<file path="src/rtl/cw_usbmaster_pkg.sv">
// cw_usbmaster_pkg
//   Shared types and widths for the SAM3U-style register bus initiator.
//   Contents:
//     USB_ADDR_W / USB_DATA_W : bus address and data widths
//     PHASE_CNT_W             : width of the per-phase down-counter
//     usb_state_e             : bus-cycle FSM states
package cw_usbmaster_pkg;

    localparam int USB_ADDR_W  = 8;
    localparam int USB_DATA_W  = 8;
    localparam int PHASE_CNT_W = 4;

    typedef enum logic [2:0] {
        ST_IDLE   = 3'd0,
        ST_ADDR   = 3'd1,
        ST_STROBE = 3'd2,
        ST_HOLD   = 3'd3,
        ST_TURN   = 3'd4
    } usb_state_e;

endpackage

</file>
<file path="src/rtl/cw_usb_bus_master.sv">
// cw_usb_bus_master
//   Initiator for the SAM3U-style parallel register bus. Turns one
//   read/write command at a time into a timed bus cycle:
//     IDLE -> ADDR (SETUP_CYC) -> STROBE (STROBE_CYC) -> HOLD (HOLD_CYC)
//          -> [reads only] TURN (TURN_CYC) -> IDLE
//   All outputs come straight from flops.
//
//   Optional build macro CW_USBMASTER_BURST_EN: a command with the same
//   address and direction that is waiting during the last HOLD cycle is
//   accepted there and the FSM jumps straight back to STROBE, keeping
//   CEn low and ALEn high (streaming reads of a FIFO register).
//
//   Handshake: a command transfers on a rising edge where cmd_valid and
//   cmd_ready are both high; the requester must keep cmd_valid and the
//   cmd_* fields stable until that edge. rsp_valid is a one-cycle pulse.
//
//   Ports:
//     clk_usb, reset_i             clock, async active-high reset
//     cmd_valid/ready/write/addr/wdata   command port
//     rsp_valid/write/rdata        completion port (rdata held until next read)
//     busy                         high from acceptance until back in IDLE
//     USB_Addr, USB_D_o, USB_D_oe, USB_D_i   bus address and split data bus
//     USB_RDn, USB_WRn, USB_CEn, USB_ALEn    active-low strobes
module cw_usb_bus_master
    import cw_usbmaster_pkg::*;
#(
    parameter int SETUP_CYC  = 2,
    parameter int STROBE_CYC = 3,
    parameter int HOLD_CYC   = 1,
    parameter int TURN_CYC   = 2
) (
    input  logic                  clk_usb,
    input  logic                  reset_i,
    input  logic                  cmd_valid,
    output logic                  cmd_ready,
    input  logic                  cmd_write,
    input  logic [USB_ADDR_W-1:0] cmd_addr,
    input  logic [USB_DATA_W-1:0] cmd_wdata,
    output logic                  rsp_valid,
    output logic                  rsp_write,
    output logic [USB_DATA_W-1:0] rsp_rdata,
    output logic                  busy,
    output logic [USB_ADDR_W-1:0] USB_Addr,
    output logic [USB_DATA_W-1:0] USB_D_o,
    output logic                  USB_D_oe,
    input  logic [USB_DATA_W-1:0] USB_D_i,
    output logic                  USB_RDn,
    output logic                  USB_WRn,
    output logic                  USB_CEn,
    output logic                  USB_ALEn
);

    generate
        if (SETUP_CYC < 1 || SETUP_CYC > 15 || STROBE_CYC < 1 || STROBE_CYC > 15 ||
            HOLD_CYC < 1 || HOLD_CYC > 15 || TURN_CYC < 1 || TURN_CYC > 15) begin : g_bad_param
            $error("cw_usb_bus_master: phase lengths must be in 1..15");
        end
    endgenerate

    // Counter is loaded with length-1 on phase entry; phase ends when it reads 0.
    localparam logic [PHASE_CNT_W-1:0] SETUP_LD  = PHASE_CNT_W'(SETUP_CYC - 1);
    localparam logic [PHASE_CNT_W-1:0] STROBE_LD = PHASE_CNT_W'(STROBE_CYC - 1);
    localparam logic [PHASE_CNT_W-1:0] HOLD_LD   = PHASE_CNT_W'(HOLD_CYC - 1);
    localparam logic [PHASE_CNT_W-1:0] TURN_LD   = PHASE_CNT_W'(TURN_CYC - 1);

    usb_state_e              state_q, state_d;
    logic [PHASE_CNT_W-1:0]  cnt_q, cnt_d;
    logic                    write_q, write_d;     // direction of the command in flight
    logic [USB_ADDR_W-1:0]   addr_q, addr_d;       // doubles as the latched command address
    logic [USB_DATA_W-1:0]   d_o_q, d_o_d;
    logic                    d_oe_q, d_oe_d;
    logic                    rdn_q, rdn_d, wrn_q, wrn_d, cen_q, cen_d, alen_q, alen_d;
    logic                    cmd_ready_q, cmd_ready_d;
    logic                    rsp_valid_q, rsp_valid_d, rsp_write_q, rsp_write_d;
    logic [USB_DATA_W-1:0]   rsp_rdata_q, rsp_rdata_d;
    logic                    busy_q, busy_d;

`ifdef CW_USBMASTER_BURST_EN
    logic burst_match;
    assign burst_match = (cmd_addr == addr_q) && (cmd_write == write_q);
`endif

    always_comb begin
        state_d     = state_q;
        cnt_d       = (cnt_q != '0) ? cnt_q - 1'b1 : cnt_q;
        write_d     = write_q;
        addr_d      = addr_q;
        d_o_d       = d_o_q;
        d_oe_d      = d_oe_q;
        rdn_d       = rdn_q;
        wrn_d       = wrn_q;
        cen_d       = cen_q;
        alen_d      = alen_q;
        cmd_ready_d = 1'b0;
        rsp_valid_d = 1'b0;
        rsp_write_d = rsp_write_q;
        rsp_rdata_d = rsp_rdata_q;

        unique case (state_q)
            ST_IDLE: begin
                // cmd_ready_q is the registered ready, so the first IDLE
                // cycle after reset does not accept anything.
                if (cmd_valid && cmd_ready_q) begin
                    state_d = ST_ADDR;
                    cnt_d   = SETUP_LD;
                    write_d = cmd_write;
                    addr_d  = cmd_addr;
                    d_o_d   = cmd_wdata;
                    d_oe_d  = cmd_write;
                    cen_d   = 1'b0;
                    alen_d  = 1'b0;
                end else begin
                    cmd_ready_d = 1'b1;
                end
            end
            ST_ADDR: begin
                if (cnt_q == '0) begin
                    state_d = ST_STROBE;
                    cnt_d   = STROBE_LD;
                    alen_d  = 1'b1;
                    wrn_d   = ~write_q;
                    rdn_d   = write_q;
                end
            end
            ST_STROBE: begin
                if (cnt_q == '0) begin
                    state_d     = ST_HOLD;
                    cnt_d       = HOLD_LD;
                    rdn_d       = 1'b1;
                    wrn_d       = 1'b1;
                    rsp_valid_d = 1'b1;
                    rsp_write_d = write_q;
                    if (!write_q) begin
                        rsp_rdata_d = USB_D_i;
                    end
                end
            end
            ST_HOLD: begin
                if (cnt_q == '0) begin
`ifdef CW_USBMASTER_BURST_EN
                    if (cmd_valid && cmd_ready_q && burst_match) begin
                        state_d = ST_STROBE;
                        cnt_d   = STROBE_LD;
                        d_o_d   = cmd_wdata;
                        wrn_d   = ~write_q;
                        rdn_d   = write_q;
                    end else
`endif
                    if (write_q) begin
                        state_d     = ST_IDLE;
                        cen_d       = 1'b1;
                        d_oe_d      = 1'b0;
                        cmd_ready_d = 1'b1;
                    end else begin
                        state_d = ST_TURN;
                        cnt_d   = TURN_LD;
                        cen_d   = 1'b1;
                        d_oe_d  = 1'b0;
                    end
                end
            end
            ST_TURN: begin
                if (cnt_q == '0) begin
                    state_d     = ST_IDLE;
                    cmd_ready_d = 1'b1;
                end
            end
            default: begin
                state_d = ST_IDLE;
            end
        endcase

`ifdef CW_USBMASTER_BURST_EN
        // Ready is registered, so it is raised one edge early for the last
        // HOLD cycle when a matching command is already waiting; the held
        // valid/fields keep it matching through the accepting edge.
        if (state_d == ST_HOLD && cnt_d == '0 && cmd_valid && burst_match) begin
            cmd_ready_d = 1'b1;
        end
`endif

        busy_d = (state_d != ST_IDLE);
    end

    always_ff @(posedge clk_usb or posedge reset_i) begin
        if (reset_i) begin
            state_q     <= ST_IDLE;
            cnt_q       <= '0;
            write_q     <= 1'b0;
            addr_q      <= '0;
            d_o_q       <= '0;
            d_oe_q      <= 1'b0;
            rdn_q       <= 1'b1;
            wrn_q       <= 1'b1;
            cen_q       <= 1'b1;
            alen_q      <= 1'b1;
            cmd_ready_q <= 1'b0;
            rsp_valid_q <= 1'b0;
            rsp_write_q <= 1'b0;
            rsp_rdata_q <= '0;
            busy_q      <= 1'b0;
        end else begin
            state_q     <= state_d;
            cnt_q       <= cnt_d;
            write_q     <= write_d;
            addr_q      <= addr_d;
            d_o_q       <= d_o_d;
            d_oe_q      <= d_oe_d;
            rdn_q       <= rdn_d;
            wrn_q       <= wrn_d;
            cen_q       <= cen_d;
            alen_q      <= alen_d;
            cmd_ready_q <= cmd_ready_d;
            rsp_valid_q <= rsp_valid_d;
            rsp_write_q <= rsp_write_d;
            rsp_rdata_q <= rsp_rdata_d;
            busy_q      <= busy_d;
        end
    end

    assign cmd_ready = cmd_ready_q;
    assign rsp_valid = rsp_valid_q;
    assign rsp_write = rsp_write_q;
    assign rsp_rdata = rsp_rdata_q;
    assign busy      = busy_q;
    assign USB_Addr  = addr_q;
    assign USB_D_o   = d_o_q;
    assign USB_D_oe  = d_oe_q;
    assign USB_RDn   = rdn_q;
    assign USB_WRn   = wrn_q;
    assign USB_CEn   = cen_q;
    assign USB_ALEn  = alen_q;

    a_no_dual_strobe: assert property (@(posedge clk_usb) disable iff (reset_i)
        !(!rdn_q && !wrn_q));
    a_doe_only_write: assert property (@(posedge clk_usb) disable iff (reset_i)
        d_oe_q |-> (!cen_q && write_q));
    a_ale_only_addr: assert property (@(posedge clk_usb) disable iff (reset_i)
        !alen_q |-> (state_q == ST_ADDR));

endmodule

</file>
<file path="config.mk">
export PLATFORM = sky130hd
export DESIGN_NAME = cw_usb_bus_master
export DESIGN_NICKNAME = d
export VERILOG_FILES = /design/src/rtl/cw_usbmaster_pkg.sv /design/src/rtl/cw_usb_bus_master.sv
export SDC_FILE = /design/constraint.sdc
export NUM_CORES = 1
export LEC_CHECK = 0
export ABC_CLOCK_PERIOD_IN_PS = 2620
export BUFFER_PORTS_ARGS = -buffer_cell sky130_fd_sc_hd__buf_2
export CAP_MARGIN = 20
export CORE_MARGIN = 2
export CORE_UTILIZATION = 44
export CTS_CLUSTER_DIAMETER = 80
export DETAILED_ROUTE_END_ITERATION = 10
export HOLD_SLACK_MARGIN = 0.05
export PLACE_DENSITY = 0.78
export SLEW_MARGIN = 20
export SYNTH_ARGS = -nofsm -noshare
export SYNTH_HDL_FRONTEND = slang
export SYNTH_SLANG_ARGS = --single-unit
export TNS_END_PERCENT = 20
</file>
<file path="constraint.sdc">
create_clock -name clk_usb -period 2.62 [get_ports clk_usb]
set_clock_uncertainty 0.05 [all_clocks]
set_input_delay 0.262 -clock clk_usb [delete_from_list [all_inputs] [get_ports clk_usb]]
set_output_delay 0.262 -clock clk_usb [all_outputs]
set_load 0.02 [all_outputs]
</file>
==> results.txt <==
----------------------------------------------------
[Status]
  Run status ... completed

[Cells and area]
  Proportion of layout cells with a drive suffix above 1 ... 49.0%
  Utilization of the core after routing ... 56.9%
  Antenna diodes ... 0
  Post-synthesis to final-layout area growth ... 25.2%
  Net count of the finished layout ... 238

[Synthesis]
  Post-synthesis xor/xnor area fraction ... less than 1%
  Post-Synth Simple-Gate Area ... between 10% and 20%
  Yosys synthesis warning count ... 0
  Main combinational cell family by area after synthesis ... multiplexers
  Sequential share of the synthesized area ... 57.1%
  Share of synthesized flip-flops with an asynchronous set or reset ... 100%
  Number of enable-type register cells in the synthesized netlist ... 0
  Most area-consuming cells after synthesis ... dfrtp_1 (51%), mux2_2 (15%), dfstp_2 (5.8%)
  Total nets after synthesis ... 173
  Share of the synthesized area in the top cell type ... 51.3%
  Compound-gate portion of the synthesized area ... 10.5%
  Post-synthesis cell type count ... 36
  Post-synthesis sequential element count ... ~40
  Most frequently used cell type in the post-synthesis netlist ... dfrtp_1
  Most used flip-flop cell after synthesis ... dfrtp_1
  Cell area after synthesis ... 1800 sq um
  Synthesized netlist cell count ... 143
  Syn avg cell area ... between 10 and 15 sq um
  Yosys top cell by area ... dfrtp_1
  Post-synthesis share of cell area spent on full adders, half adders and majority gates ... 1.39%
  Top cells by count, synth ... dfrtp_1 (37), mux2_2 (24), inv_1 (12), nor2_1 (7)
  Mux cell area share after synthesis ... 15.0%

[Drt]
  Remaining design rule violation count ... 0
  First-pass iteration count of the detailed router ... 4
  Total wire length ... 3460 um
  Wire per inst ... 13.4 um
  Number of vias per cell ... 5.21
  Iteration-0 DRC Markers ... 57
  Remaining antenna violation count after routing ... 0
  Vias after detailed routing ... 1345

[Place]
  Routability cong. ... 0.818
  Count of port buffers added during placement ... 60
  Detailed placement HPWL ... 2470 um

[Die]
  Overall die area ... 4630 sq um
  Core Footprint ... 3970 sq um
  Std cell rows ... 23
  Effective utilization at floorplan ... a little under half
  Num ports ... 61
  Die Height ... 68.0 um
  X dimension of the die ... 68.0 um

[Clock network]
  Clock sink count ... 41
  Number of buffers between clock root and the deepest sink ... 2
  Resize count post-CTS ... 0
  Root buffer cell ... clkbuf_8
  Clock tree from TritonCTS ... done
  Htree depth ... 2
  Insertion delay of the later-clocked pin in the worst-skew pair ... 290 ps
  Clock transition at the register clock pins on the worst setup and hold paths after CTS ... 70 ps
  Buffers inserted by post-CTS timing repair ... 0
  Clock buffers created by TritonCTS ... 5

[GRT]
  All-layer global routing usage ... 16.4%
  Antenna violations before repair ... 0
  Wire length of the first global-routing pass ... around 5700 um
  Largest net degree at the start of global routing ... 42
  Number of global-route vias before repair ... 1310
  Total global routing overflow ... 0

[Pwr]
  Peak supply drop ... 715 uV
  Total leakage power ... between 1 and 1.5 nW
  Cell Pwr Density ... roughly 1300 nW/um^2

[Critical path]
  Highest fanout seen on the critical path ... 6
  Worst path max stage delay ... approximately 410 ps
  Kind of launch point of the worst setup path ... flop
  Critical Path, Cell by Cell ... inv_1, ha_1, nor3b_4, inv_2, ha_1, a221oi_1, o31ai_1, a22oi_1
  Nature of the critical path endpoint ... flop
  Critical path's slowest cell ... dfrtp_1
  Crit path DAT ... 2190 ps
  Critical path class ... flop to flop
  Cell seen most often among critical-path stages ... ha_1
  Worst path required time ... 2780 ps

[STA]
  RSZ-0062 raised after global routing ... false
  Final count of pins violating max slew ... 0
  Setup TNS after final layout ... 0 ps
  Final-report setup violation count ... 0
  Fin crit period ... 2030 ps
  Max transition margin ... 56.0%
  Final Hold Fails ... 0
  Worst Tran Pin Value ... 660 ps
  Max frequency ... 492 MHz
  Final period util ... about 78%

[Min path]
  Path type of the worst min-delay path ... input pin to flop

[Flow run]
  Number of max-capacitance violations reported ... 0

----------------------------------------------------
==> repair_timing <==
item / CTS / global route
endpoints found under the hold margin: 20 / 0
setup endpoints to repair: 0 / 0
hold buffers: 1 / 0
==> state kept, by name, summed over array words and instances (netlist names), 3 cells and up <==
register,flops
state_q,3
USB_Addr,8
USB_D_o,8
rsp_rdata,8
cnt_q,4
==> per-layer routing <==
| layer | vias to the layer above | share of wire, % | wire [um] | track usage [%] |
|---|---|---|---|---|
| met5 | - | 0 | 0 | 0 |
| met2 | 58 | 45 | 1560 | 25.5 |
| li1 | 641 | - | - | - |
| met4 | 0 | 1.7 | 59 | 6.25 |
| met3 | 7 | 8.2 | 285 | 5.43 |
| met1 | 639 | 45 | 1560 | 21.3 |
==> layout make-up <==
type                    count  area [sq um]
multi-input cells          83           697
repair buffers             64           333
fillers                   342          1710
flip-flops and latches     41          1030
inverters                  13          48.8
well taps                  50          62.6
clock buffers               7          86.3
==> layout by cell type, fill, tap and decap left out, types with 2 or more instances in the layout <==
cell,synthesis,layout
a211oi_1,2,2
a21oi_1,6,6
a22o_1,2,2
buf_2,4,60
buf_4,0,3
clkbuf_8,0,6
dfrtp_1,37,37
dfstp_2,4,4
ha_1,2,2
inv_1,12,12
mux2_2,24,24
nand2_1,6,6
nand2b_1,2,2
nand3b_1,2,2
nor2_1,7,7
nor3_1,3,3
o211ai_1,2,2
o21ai_0,5,5
o31ai_1,3,3
==> critical path, delay by kind of cell, from the launching register on <==
| kind | cells | cell delay, ps |
|---|---|---|
| compound gates | 3 | 590 |
| simple gates | 1 | 220 |
| fa+ha+maj | 2 | 500 |
| buf+inv | 2 | 170 |
| flops | 1 | 410 |
==> power by group <==
part           internal (mW)  switching, mW  total [mW]
Clock                  0.209          0.196       0.405
Sequential             0.945          0.256        1.20
Combinational          0.558          0.738        1.30
Total                   1.71           1.19        2.90
==> through the flow <==
| stage | power (mW) | setup WS [ps] | area (sq um) | cells | hold WS, ps |
|---|---|---|---|---|---|
| floorplan | 2.11 | 529 | 1800 | 143 | 331 |
| global placement | 2.47 | 694 | 2160 | 250 | 360 |
| detailed placement | 2.51 | 617 | 2160 | 250 | 364 |
| CTS | 2.93 | 579 | 2260 | 258 | 143 |
| global route | 3.11 | 473 | 2260 | 258 | 148 |
| finish | 2.90 | 589 | 2260 | 258 | 152 |
==> worst paths after layout <==
check | cells after the start | to | slack [ps] | startpoint
worst min register to register | 2 | USB_CEn | 410 | USB_CEn
max in group asynchronous | 4 | USB_ALEn | 1580 | reset_i
worst max register to register | 8 | cnt_q[0] | 590 | cnt_q[1]
min in group asynchronous | 4 | USB_Addr[6] | 580 | reset_i
worst max-delay path | 8 | cnt_q[0] | 590 | cnt_q[1]
worst min-delay path | 2 | USB_D_o[7] | 150 | cmd_wdata[7]
==> logic make-up (layout without fill, tap and decap cells) <==
logic type               after synthesis  after routing
AO/OA/AOI/OAI                         28             28
multiplexers                          24             24
XOR/XNOR                               1              1
adder cells (fa/ha/maj)                2              2
flip-flops                            41             41
buffers and inverters                 19             84
AND/OR/NAND/NOR                       28             28
Note: power is estimated with default switching activity, not from simulation.
